## src/rtl/branch_pkg.sv

```systemverilog
// Shared types and decode helpers for the branch sequencing controller.
// Holds the FSM state encoding, B-type funct3 codes and the taken-rule.
package branch_pkg;

   typedef enum logic [1:0] {
      S_IDLE     = 2'd0,
      S_EVAL     = 2'd1,
      S_REDIRECT = 2'd2,
      S_FLUSH    = 2'd3
   } state_e;

   localparam logic [2:0] F3_BEQ  = 3'b000;
   localparam logic [2:0] F3_BNE  = 3'b001;
   localparam logic [2:0] F3_BLT  = 3'b100;
   localparam logic [2:0] F3_BGE  = 3'b101;
   localparam logic [2:0] F3_BLTU = 3'b110;
   localparam logic [2:0] F3_BGEU = 3'b111;

   // 010/011 are reserved encodings in the B-type space.
   function automatic logic f3_reserved(input logic [2:0] f3);
      return (f3 == 3'b010) || (f3 == 3'b011);
   endfunction

   function automatic logic branch_taken(input logic [2:0] f3,
                                         input logic       is_jump,
                                         input logic       lt,
                                         input logic       eq);
      logic t;
      t = 1'b0;
      if (is_jump) begin
         t = 1'b1;
      end else begin
         case (f3)
            F3_BEQ:  t = eq;
            F3_BNE:  t = !eq;
            F3_BLT:  t = lt;
            F3_BGE:  t = !lt;
            F3_BLTU: t = lt;
            F3_BGEU: t = !lt;
            default: t = 1'b0;
         endcase
      end
      return t;
   endfunction

endpackage

```

## src/rtl/branch_ctrl_sat_counter.sv

```systemverilog
// Saturating up-counter used for the branch statistics; holds at all-ones.
module sat_counter #(
   parameter int CNT_W = 16
) (
   input  logic             clk,
   input  logic             rst,
   input  logic             inc,
   output logic [CNT_W-1:0] q
);

   logic [CNT_W-1:0] cnt_q;
   logic [CNT_W-1:0] cnt_d;

   always_comb begin
      cnt_d = cnt_q;
      if (inc && (cnt_q != {CNT_W{1'b1}})) begin
         cnt_d = cnt_q + CNT_W'(1);
      end
   end

   always_ff @(posedge clk) begin
      if (rst) begin
         cnt_q <= '0;
      end else begin
         cnt_q <= cnt_d;
      end
   end

   assign q = cnt_q;

endmodule

```

## src/rtl/branch_ctrl.sv

```systemverilog
// Branch/jump sequencing controller: evaluates comparator flags, issues the
// PC redirect, holds the flush window and keeps saturating statistics.
module branch_ctrl
   import branch_pkg::*;
#(
   parameter int FLUSH_CYCLES = 2,
   parameter int CNT_W        = 16
) (
   input  logic             clk,
   input  logic             rst,
   input  logic             br_valid,
   output logic             br_ready,
   input  logic [2:0]       br_funct3,
   input  logic             br_is_jump,
   input  logic [31:0]      br_target,
   output logic             BrUn,
   input  logic             BrLT,
   input  logic             BrEq,
   output logic             stall,
   output logic             pc_sel,
   output logic [31:0]      pc_target,
   input  logic             fetch_ack,
   output logic             flush,
   output logic             illegal,
   output logic             misalign,
   output logic [CNT_W-1:0] br_count,
   output logic [CNT_W-1:0] taken_count
);

   localparam logic [2:0] FLUSH_INIT = 3'(FLUSH_CYCLES);
   localparam bit         NO_FLUSH   = (FLUSH_CYCLES == 0);

   state_e      state_q, state_d;
   logic [2:0]  funct3_q, funct3_d;
   logic        is_jump_q, is_jump_d;
   logic [31:0] target_q, target_d;
   logic [2:0]  flush_cnt_q, flush_cnt_d;
   logic        illegal_q, illegal_d;
   logic        misalign_q, misalign_d;
   logic        br_inc;
   logic        taken_inc;
   logic        taken_w;

   assign taken_w = branch_taken(funct3_q, is_jump_q, BrLT, BrEq);

   always_comb begin
      state_d     = state_q;
      funct3_d    = funct3_q;
      is_jump_d   = is_jump_q;
      target_d    = target_q;
      flush_cnt_d = flush_cnt_q;
      illegal_d   = 1'b0;
      misalign_d  = 1'b0;
      br_inc      = 1'b0;
      taken_inc   = 1'b0;

      case (state_q)
         S_IDLE: begin
            if (br_valid) begin
               funct3_d  = br_funct3;
               is_jump_d = br_is_jump;
               target_d  = br_target;
               br_inc    = 1'b1;
               state_d   = S_EVAL;
            end
         end
         S_EVAL: begin
            illegal_d = !is_jump_q && f3_reserved(funct3_q);
            state_d   = S_IDLE;
            // A misaligned taken target is reported but never redirected.
            if (taken_w) begin
               if (target_q[1:0] != 2'b00) begin
                  misalign_d = 1'b1;
               end else begin
                  taken_inc = 1'b1;
                  state_d   = S_REDIRECT;
               end
            end
         end
         S_REDIRECT: begin
            if (fetch_ack) begin
               if (NO_FLUSH) begin
                  state_d = S_IDLE;
               end else begin
                  flush_cnt_d = FLUSH_INIT;
                  state_d     = S_FLUSH;
               end
            end
         end
         S_FLUSH: begin
            if (flush_cnt_q <= 3'd1) begin
               state_d = S_IDLE;
            end else begin
               flush_cnt_d = flush_cnt_q - 3'd1;
            end
         end
         default: state_d = S_IDLE;
      endcase
   end

   always_ff @(posedge clk) begin
      if (rst) begin
         state_q     <= S_IDLE;
         flush_cnt_q <= 3'd0;
         illegal_q   <= 1'b0;
         misalign_q  <= 1'b0;
      end else begin
         state_q     <= state_d;
         flush_cnt_q <= flush_cnt_d;
         illegal_q   <= illegal_d;
         misalign_q  <= misalign_d;
      end
   end

   // Latched instruction fields are only observed outside IDLE, so no reset.
   always_ff @(posedge clk) begin
      funct3_q  <= funct3_d;
      is_jump_q <= is_jump_d;
      target_q  <= target_d;
   end

   assign br_ready  = (state_q == S_IDLE);
   assign stall     = (state_q != S_IDLE);
   assign BrUn      = (state_q == S_EVAL) && !is_jump_q && funct3_q[1];
   assign pc_sel    = (state_q == S_REDIRECT);
   assign pc_target = pc_sel ? target_q : 32'd0;
   assign flush     = (state_q == S_REDIRECT) || (state_q == S_FLUSH);
   assign illegal   = illegal_q;
   assign misalign  = misalign_q;

   sat_counter #(.CNT_W(CNT_W)) u_br_cnt (
      .clk (clk),
      .rst (rst),
      .inc (br_inc),
      .q   (br_count)
   );

   sat_counter #(.CNT_W(CNT_W)) u_taken_cnt (
      .clk (clk),
      .rst (rst),
      .inc (taken_inc),
      .q   (taken_count)
   );

endmodule

```

## config.mk

```make
export PLATFORM = sky130hd
export DESIGN_NAME = branch_ctrl
export DESIGN_NICKNAME = d
export VERILOG_FILES = /design/src/rtl/branch_pkg.sv /design/src/rtl/branch_ctrl_sat_counter.sv /design/src/rtl/branch_ctrl.sv
export SDC_FILE = /design/constraint.sdc
export NUM_CORES = 1
export LEC_CHECK = 0
export ABC_AREA = 0
export BUFFER_PORTS_ARGS = -buffer_cell sky130_fd_sc_hd__buf_2
export CORE_ASPECT_RATIO = 0.8
export CORE_MARGIN = 2
export CORE_UTILIZATION = 47
export CTS_BUF_LIST = sky130_fd_sc_hd__clkbuf_4
export CTS_CLUSTER_DIAMETER = 50
export DETAILED_ROUTE_END_ITERATION = 8
export GPL_TIMING_DRIVEN = 0
export PLACE_DENSITY = 0.85
export SYNTH_ARGS = -nofsm -noshare
export SYNTH_HDL_FRONTEND = slang
export SYNTH_SLANG_ARGS = --single-unit
```

## constraint.sdc

```tcl
create_clock -name clk -period 2.3 [get_ports clk]
set_clock_uncertainty 0.15 [all_clocks]
set_input_delay 0.345 -clock clk [delete_from_list [all_inputs] [get_ports clk]]
set_output_delay 0.345 -clock clk [all_outputs]
set_load 0.05 [all_outputs]
```

**Yosys cells after proc, flatten, opt, wreduce, memory -nomap -nowiden**

Index checks and enable logic that the tools add are counted.

- Add/sub/neg operators: 3
- $lt $le $gt $ge: 1
- Equality and inequality tests: 16
- Mux-type cells: 18
- Bitwise logic cells: 2
- Reductions and logical operators: 22

Operator list:

| operator | number |
|---|---|
| $add A16 B1 Y16 const B | 2 |
| $mux W32 | 1 |
| $ne A16 B16 Y1 const B | 2 |
| $eq A3 B3 Y1 const B | 4 |
| $mux W2 | 5 |
| $pmux W2 S4 | 1 |
| $mux W1 | 7 |
| $eq A3 B2 Y1 const B | 2 |
| $mux W3 | 2 |
| $ne A2 B2 Y1 const B | 3 |
| $pmux W3 S2 | 1 |
| $reduce_and A3 Y1 | 2 |
| $reduce_bool A2 Y1 | 3 |
| $reduce_or A2 Y1 | 3 |
| $logic_and A1 B1 Y1 | 5 |
| $eq A2 B2 Y1 const B | 2 |
| $pmux W1 S4 | 1 |
| $eq A3 B1 Y1 const B | 1 |
| $le A3 B1 Y1 const B | 1 |
| $logic_not A1 Y1 | 3 |
| $logic_not A3 Y1 | 1 |
| $reduce_or A3 Y1 | 1 |
| $sub A3 B1 Y3 const B | 1 |
| $eq A2 B1 Y1 const B | 1 |
| 5 further kinds | 7 |

- Register bits: 75
- Output and inout bits: 71

**Depth between registers and ports, before layout**

Gate-level depths: netlist (run 1).

- Depth in word-level cells: 7
- Depth in mapped cells: 7
- Gate-level depth less buffers: 7

**By module**

From an unflattened synthesis (run 1), not the netlist that was laid out.

- Cell total of the unflattened synthesis: 324
- Area, all modules: 3468.3 um^2

By module, submodules not included:

| module | instances | cells an instance | area an instance (um^2) | seq. area each (um^2) |
|---|---|---|---|---|
| branch_ctrl | 1 | 126 | 1771.7 | 1221.2 |
| sat_counter | 2 | 99 | 848.3 | 320.3 |

**Least setup slack after synthesis (run 1)**

Ideal clock, no wire load.

- Kind: flip-flop to flip-flop
- Start point: register state_q[0]
- End point: register illegal_q, in the netlist illegal
- Data arrival time: 2.494 ns
- Required time: 2.068 ns
- Setup slack: -0.426 ns
- Stages on the path, launching flop included: 4
- Path buffers: 0
- Cells stage by stage: dfxtp_1 > inv_1 > nor4b_1 > nor3b_1

- Longest elaborated chain between the ends: 3

Ends and longest elaborated chain:

| item | RTL line | source |
|---|---|---|
| from (decl) | branch_ctrl.sv:33 | `state_e state_q, state_d;` |
| from (signal assigned) | branch_ctrl.sv:108 | `state_q <= state_d;` |
| $eq A2 B1 Y1 | branch_ctrl.sv:57 | `case (state_q)` |
| $not A1 Y1 (no line) | - |  |
| $reduce_or A2 Y1 (no line) | - |  |
| to (signal assigned) | branch_ctrl.sv:110 | `illegal_q <= illegal_d;` |
| to (decl) | branch_ctrl.sv:38 | `logic illegal_q, illegal_d;` |

No other way between the ends.
A chain may end at the register's enable or synchronous reset.

**Worst setup path after layout (run 1)**

- Start point: register funct3_q[2]
- End point: register u_taken_cnt.cnt_q[6], in the netlist u_taken_cnt.q[6]

- Longest elaborated chain between the ends: 7
- Elaborated cells on any way between the ends: 13

Ends and longest elaborated chain:

| item | RTL line | source |
|---|---|---|
| from (decl) | branch_ctrl.sv:34 | `logic [2:0] funct3_q, funct3_d;` |
| from (signal assigned) | branch_ctrl.sv:117 | `funct3_q <= funct3_d;` |
| $eq A3 B3 Y1 | branch_pkg.sv:33 | `case (f3)` |
| $reduce_or A2 Y1 (no line) | - |  |
| $pmux W1 S4 (*) | branch_pkg.sv:33 |  |
| $mux W1 (*) | branch_pkg.sv:30 | `if (is_jump) begin` |
| $mux W1 (*) | branch_ctrl.sv:71 | `if (taken_w) begin` |
| $mux W1 (*) | branch_ctrl.sv:57 |  |
| $logic_and A1 B1 Y1 (*) | branch_ctrl_sat_counter.sv:16 | `if (inc && (cnt_q != {CNT_W{1'b1}})) begin` |
| to (signal assigned) | branch_ctrl_sat_counter.sv:25 | `cnt_q <= cnt_d;` |
| to (decl) | branch_ctrl_sat_counter.sv:11 | `logic [CNT_W-1:0] cnt_q;` |

Mark *: on every way between the ends. The rest lies on a longest branch, timed or not.

==> reports/metrics.cfg, run 1 <==
[status]
status = finished clean

[die]
fp.dieH_um = 80.0
die-area_mm2 = 0.00792
start_util_pct = 49.0
die_w_um = 99.0
ioPinCount = 113
core_area_mm2 = 0.00693
rows = 27

[routing]
wl_um = 8490
viasPerCell = 5.27
wl_per_cell_um = 14.8
drc = 0
ant_nets = 0
wl_met2_um = 4260
route.met3.wl_um = 593
drt-met1-wl_um = 3500
num_vias = 3016
first_pass_iters = 4
drt_iter0_drc = 95
top_layer = met4

[setup_path]
startpoint = funct3_q[2]$_DFFE_PP_
cp.required_ps = 2460
end_kind = flop
slowest_stage = edfxtp_1
cp_slowest_stage_delay_ps = 460
criticalPathCategory = reg -> reg
cp-start-kind = flop
rr_startpoint = funct3_q[2]$_DFFE_PP_
path_cells = or3b_4, a32o_2, nor4_4, buf_4, nand4_1, mux2_1
crit_fanout = 5
arrival_ps = 2450

[layout]
mostFrequentLayoutCell = buf_2
num_antenna_cells = 0
nNetsFinal = 526
syn_to_final_growth_pct = 41.8
layout-drive-gt1-share_pct = 36.9
layout_common_cells = buf_2 (83), dlygate4sd3_1 (37), edfxtp_1 (36), buf_4 (35), nor2_1 (34)
finalInstanceArea_mm2 = 0.00481

[timing]
relSlewSlack_pct = 58.9
holdWs_ps = 146
fin_ws_ps = 12.3
fin_crit_ps = 2290
setup_viol = 0
rsz0062_at_grt = yes
post-route-period-util_pct = 99.5
slew_viol_final = 0
final-hold-violation-count = 0
fmax_mhz = 437
worst_slew_pin_slew_ps = 617

[cts]
root_buffer = clkbuf_4
cts_max_level = 3
clock_path_buffers = 2
numCtsBuffers = 9
cts_tree = yes
cts.sinks = 75
insertion_delay_ps = 410
clk_pin_slew_ps = 130

[power_and_ir_drop]
p_int_uw = 1940
p_sw_uw = 713
p_comb_share_pct = 12.2
p_clk_share_pct = 31.7
powerDensity_mw_per_mm2 = 552
p_leak_uw = 0.00199
vdd_drop_max_uv = 359
power_frac_seq_pct = 56.1
switching_share_pct = 26.9
power_uw = 2650

[synth]
synth_seq_area_share_pct = 54.9
syn-cell-area_mm2 = 0.00339
ys_ff_latch = 75
synth.area.top_cells = edfxtp_1 (32%), dfxtp_1 (23%), and2_1 (5.9%)
synth.net_count = 362
syn_inst = 316
synthFlopType = dfxtp_1
yosys.area.top_type = edfxtp_1
syn_avg_cell_area_um2 = 10.7
async_flop_share_pct = 0
synth_edf_count = 36
yosys_warnings = 0
yosys.area.top_type_share_pct = 31.9
ys_types = 55

[placement]
io_buffers = 111
postPlaceCellArea_mm2 = 0.00409
dp_worst_setup_slack_ps = -159
gp_congestion = 0.852
place.detailed.hpwl_um = 5500

[flow_run]
maxCapViolations = 0

[global_route]
grt_pass1_wl_um = 13600
antenna_found_initial = 0
grt_usage_pct = 21.7
grt_pass1_vias = 2943
grt_max_degree = 41
overflow = 0

[min_path]
hold_start = br_valid
hold_path.class = in -> reg

==> flip-flops by register name, summed over array words and instances, names as in the netlist, 3 cells and up, named ones only <==
register       flops
funct3_q           3
flush_cnt_q        3
u_br_cnt.q        16
target_q          32
u_taken_cnt.q     16
==> what timing repair did <==
action	CTS	global route
cloned	0	1
setup buffers	3	2
hold endpoints to repair	37	0
endpoints found under the setup margin	39	51
hold buffers	37	0
pin swaps	1	4
resized for setup	39	17
==> Yosys cell counts, drive strengths merged (8+ instances only) <==
| cell type | number |
|---|---|
| dfxtp | 39 |
| edfxtp | 36 |
| nor2 | 34 |
| and2 | 32 |
| nand3 | 16 |
| nand2 | 13 |
| clkbuf | 12 |
| xnor2 | 11 |
| a21oi | 9 |
| inv | 9 |
| nor4 | 9 |
| xor2 | 9 |
| o21ai | 8 |
==> per-layer routing <==
| metal | global-route usage [%] | vias to the layer above |
|---|---|---|
| met4 | 6.58 | 0 |
| met3 | 6.83 | 12 |
| li1 | - | 1459 |
| met1 | 26.6 | 1439 |
| met5 | 0 | - |
| met2 | 36.8 | 106 |
==> through the flow <==
step	cells	util [%]	setup TNS (ps)
5_1_grt	572	69.4	-104
3_5_place_dp	514	59.1	-3310
2_1_floorplan	316	-	0
6_report	572	69.4	0
4_1_cts	570	68.3	0
3_3_place_gp	514	59.1	-2760
==> cell families after synthesis <==
group / count (synthesis) / share of synthesized area, %
DFF: 75 / 54.9
adders and majority gates: 4 / 1.48
AOI/OAI and AO/OA: 39 / 8.67
buffers and inverters: 23 / 2.80
and+or+nand+nor: 149 / 25.1
muxes: 6 / 1.88
xor gates and xnor gates: 20 / 5.16
==> worst max-delay path: cells and delay by family, from the launching register on <==
family	cells	cell delay, ps
buf+inv	1	160
mux	1	330
flops	1	460
simple gates	3	820
compound gates	1	300
==> final timing paths <==
kind / to / slack, ps / cells after the start
hold reg to reg: u_taken_cnt.q[15]$_SDFFE_PP0P_ / 380 / 2
hold / removal: state_q[0]$_SDFFE_PP0P_ / 150 / 3
setup reg to reg: u_taken_cnt.q[6]$_SDFFE_PP0P_ / 10 / 6
setup / recovery: u_taken_cnt.q[6]$_SDFFE_PP0P_ / 10 / 6
==> power by group through the flow <==
stage	combinational (µW)	clock, µW	sequential (µW)
global placement	244	0	1510
CTS	309	868	1490
floorplan	146	0	1530
global route	348	925	1500
finish	324	841	1490
detailed placement	248	0	1520
==> final cells by class <==
type	count	area, µm²
fill	511	2120
sequential	75	1880
multi-input combinational	218	1500
timing repair buffer	153	1040
tap	87	109
clock inverter	7	82.6
buffer	13	78.8
clock buffer	9	67.6
inverter	9	46.3
timing repair inverter	1	8.76
Power figures use the tool's default switching activity.
==> run 2: changes to the inputs <==
==> constraint.sdc (replaced) <==
create_clock -name clk -period 1.9 [get_ports clk]
set_clock_uncertainty 0.15 [all_clocks]
set_input_delay 0.285 -clock clk [delete_from_list [all_inputs] [get_ports clk]]
set_output_delay 0.285 -clock clk [all_outputs]
set_load 0.05 [all_outputs]
==> run 2 against run 1 <==
Net effect: the run now ends with negative setup slack left; clock power increased by 38%; sequential power increased by 21%; flip-flop and latch count unchanged; critical endpoint is now u_taken_cnt.q[15]$_SDFFE_PP0P_; cell count increased by 8.2%; critical path depth unchanged; hold slack got worse by 84 ps; die area unchanged.
==> reports/metrics.cfg, run 2 (same netlist as run 1, synthesis figures left out) <==
[status]
status = finished, violations left
violations = negative setup slack

[setup_path]
worst-r2r-setup-slack_ps = -500
cp-start-kind = flop
arrival_ps = 2530
cp.required_ps = 2040
crit_family = compound AO/OA/AOI/OAI gates
slowest_stage = or4b_4
path_cells = or4b_4, buf_6, a211oi_4, nand3_2, o21ai_0, a21oi_1
crit_fanout = 6
cp_num_buf_inv = 1
worstReg2RegEnd = u_taken_cnt.q[15]$_SDFFE_PP0P_
end_kind = flop
worst_r2r_path_depth = 6
cp_slowest_stage_delay_ps = 550
rr_startpoint = target_q[0]$_DFFE_PP_
criticalPathCategory = reg -> reg

[routing]
drt_iter0_drc = 275
wl_per_cell_um = 21.8
first_pass_iters = 5
viasPerCell = 5.79
num_vias = 3585
drc = 0
wl_um = 13500
ant_nets = 0

[die]
ioPinCount = 113
core_area_mm2 = 0.00693
start_util_pct = 49.0
rows = 27
fp.dieH_um = 80.0
die-area_mm2 = 0.00792
die_w_um = 99.0

[global_route]
overflow = 0
antenna_found_initial = 1
grt_usage_pct = 29.6
grt_max_degree = 21
grt_pass1_wl_um = 17800
grt_pass1_vias = 3278

[timing]
rsz0062_at_grt = yes
worst_slew_pin_slew_ps = 660
relSlewSlack_pct = 56.0
fin_ws_ps = -496
post-route-period-util_pct = 126
setup_viol = 66
fin_crit_ps = 2400
final-hold-violation-count = 0
fmax_mhz = 417
slew_viol_final = 0
holdWs_ps = 62.1

[power_and_ir_drop]
switching_share_pct = 27.7
p_clk_share_pct = 32.7
p_int_uw = 2550
p_sw_uw = 978
p_comb_share_pct = 16.3
p_leak_uw = 0.00242
vdd_drop_max_uv = 425
powerDensity_mw_per_mm2 = 598
power_frac_seq_pct = 51.0

[layout]
nNetsFinal = 572
layout-drive-gt1-share_pct = 56.1
top_register = target_q
syn_to_final_growth_pct = 74.0
mostFrequentLayoutCell = buf_2
largest_register_ffs = 32
layout_common_cells = buf_2 (74), buf_4 (42), buf_8 (41), dlygate4sd3_1 (37), edfxtp_1 (36)
fin_util_pct = 85.2

[min_path]
hold_start = br_valid
holdPathStages = 3
holdPathEnd = state_q[0]$_SDFFE_PP0P_
hold_path.class = in -> reg

[placement]
io_buffers = 111
gp_congestion = 0.851
place.detailed.hpwl_um = 5660

[cts]
cts.sinks = 75
clk_pin_slew_ps = 140
root_buffer = clkbuf_4
insertion_delay_ps = 460
clock_path_buffers = 2
cts_max_level = 3
numCtsBuffers = 9
cts_tree = yes

[flow_run]
maxCapViolations = 0

-- run 2: cell count changes in the layout (fill, tap and decap cells not counted), moves of 3 or more --
cell | before | now
buf_2 | 83 | 74
buf_8 | 0 | 41
nor4_4 | 2 | 6
and2_4 | 0 | 32
clkinv_4 | 3 | 0
o21ai_0 | 7 | 4
nor4_1 | 4 | 1
dfxtp_1 | 25 | 5
dfxtp_4 | 0 | 17
and2_1 | 32 | 0
buf_6 | 2 | 10
dfxtp_2 | 14 | 17
buf_4 | 35 | 42
-- run 2: cell type report --
class | instances | area (µm²)
antenna | 1 | 2.50
timing repair inverter | 2 | 17.5
clock buffer | 10 | 75.1
sequential | 75 | 1950
buffer | 12 | 125
timing repair buffer | 199 | 1720
tap | 87 | 109
inverter | 9 | 50.0
fill | 296 | 1020
clock inverter | 6 | 81.3
multi-input combinational | 218 | 1780
-- run 2: metal layers --
metal  track usage [%]  vias up  part of all wire (%)
met4              10.4        0                   4.2
met1              36.6     1726                    37
met2              50.6      253                    49
met5                 0        -                     0
li1                  -     1558                     -
met3              7.36       48                   9.3
-- run 2: power groups by stage --
stage	Sequential [µW]	Combinational, µW	Clock (µW)
3_5_place_dp	1820	323	0
4_1_cts	1790	501	1130
2_1_floorplan	1840	197	0
3_3_place_gp	1820	313	0
5_1_grt	1800	597	1210
6_report	1800	575	1160
-- run 2: stage by stage --
stage	cell area (µm²)	setup TNS (ps)	worst slack [ps]	power [µW]	cells
finish	5900	-15010	-496	3530	619
global route	5900	-17180	-491	3610	619
CTS	5580	-9660	-359	3410	598
detailed placement	4290	-15980	-418	2150	514
global placement	4290	-14270	-379	2130	514
floorplan	3620	-1690	-208	2040	316
-- run 2: worst max path at each step --
stage | cells past startpoint | to | from
2_1_floorplan | 5 | u_taken_cnt.q[6]$_SDFFE_PP0P_ | funct3_q[2]$_DFFE_PP_
3_3_place_gp | 5 | u_taken_cnt.q[6]$_SDFFE_PP0P_ | funct3_q[2]$_DFFE_PP_
3_5_place_dp | 5 | pc_target[12] | flop
4_1_cts | 5 | u_taken_cnt.q[6]$_SDFFE_PP0P_ | funct3_q[2]$_DFFE_PP_
5_1_grt | 6 | u_taken_cnt.q[13]$_SDFFE_PP0P_ | target_q[0]$_DFFE_PP_
6_report | 6 | u_taken_cnt.q[15]$_SDFFE_PP0P_ | target_q[0]$_DFFE_PP_
-- run 2: worst min-delay path, delay by kind of cell --
| family | cells | cell delay [ps] |
|---|---|---|
| muxes | 1 | 130 |
| buffers and inverters | 1 | 110 |
| AOI/OAI and AO/OA | 1 | 90 |
-- run 2: what timing repair did --
| item | in CTS | in global routing |
|---|---|---|
| endpoints found under the hold margin | 37 | 0 |
| pin swaps | 38 | 28 |
| gates resized for setup | 156 | 41 |
| cloned | 4 | 0 |
| hold buffers | 37 | 0 |
| endpoints found under the setup margin | 70 | 74 |
| buffers inserted | 27 | 24 |
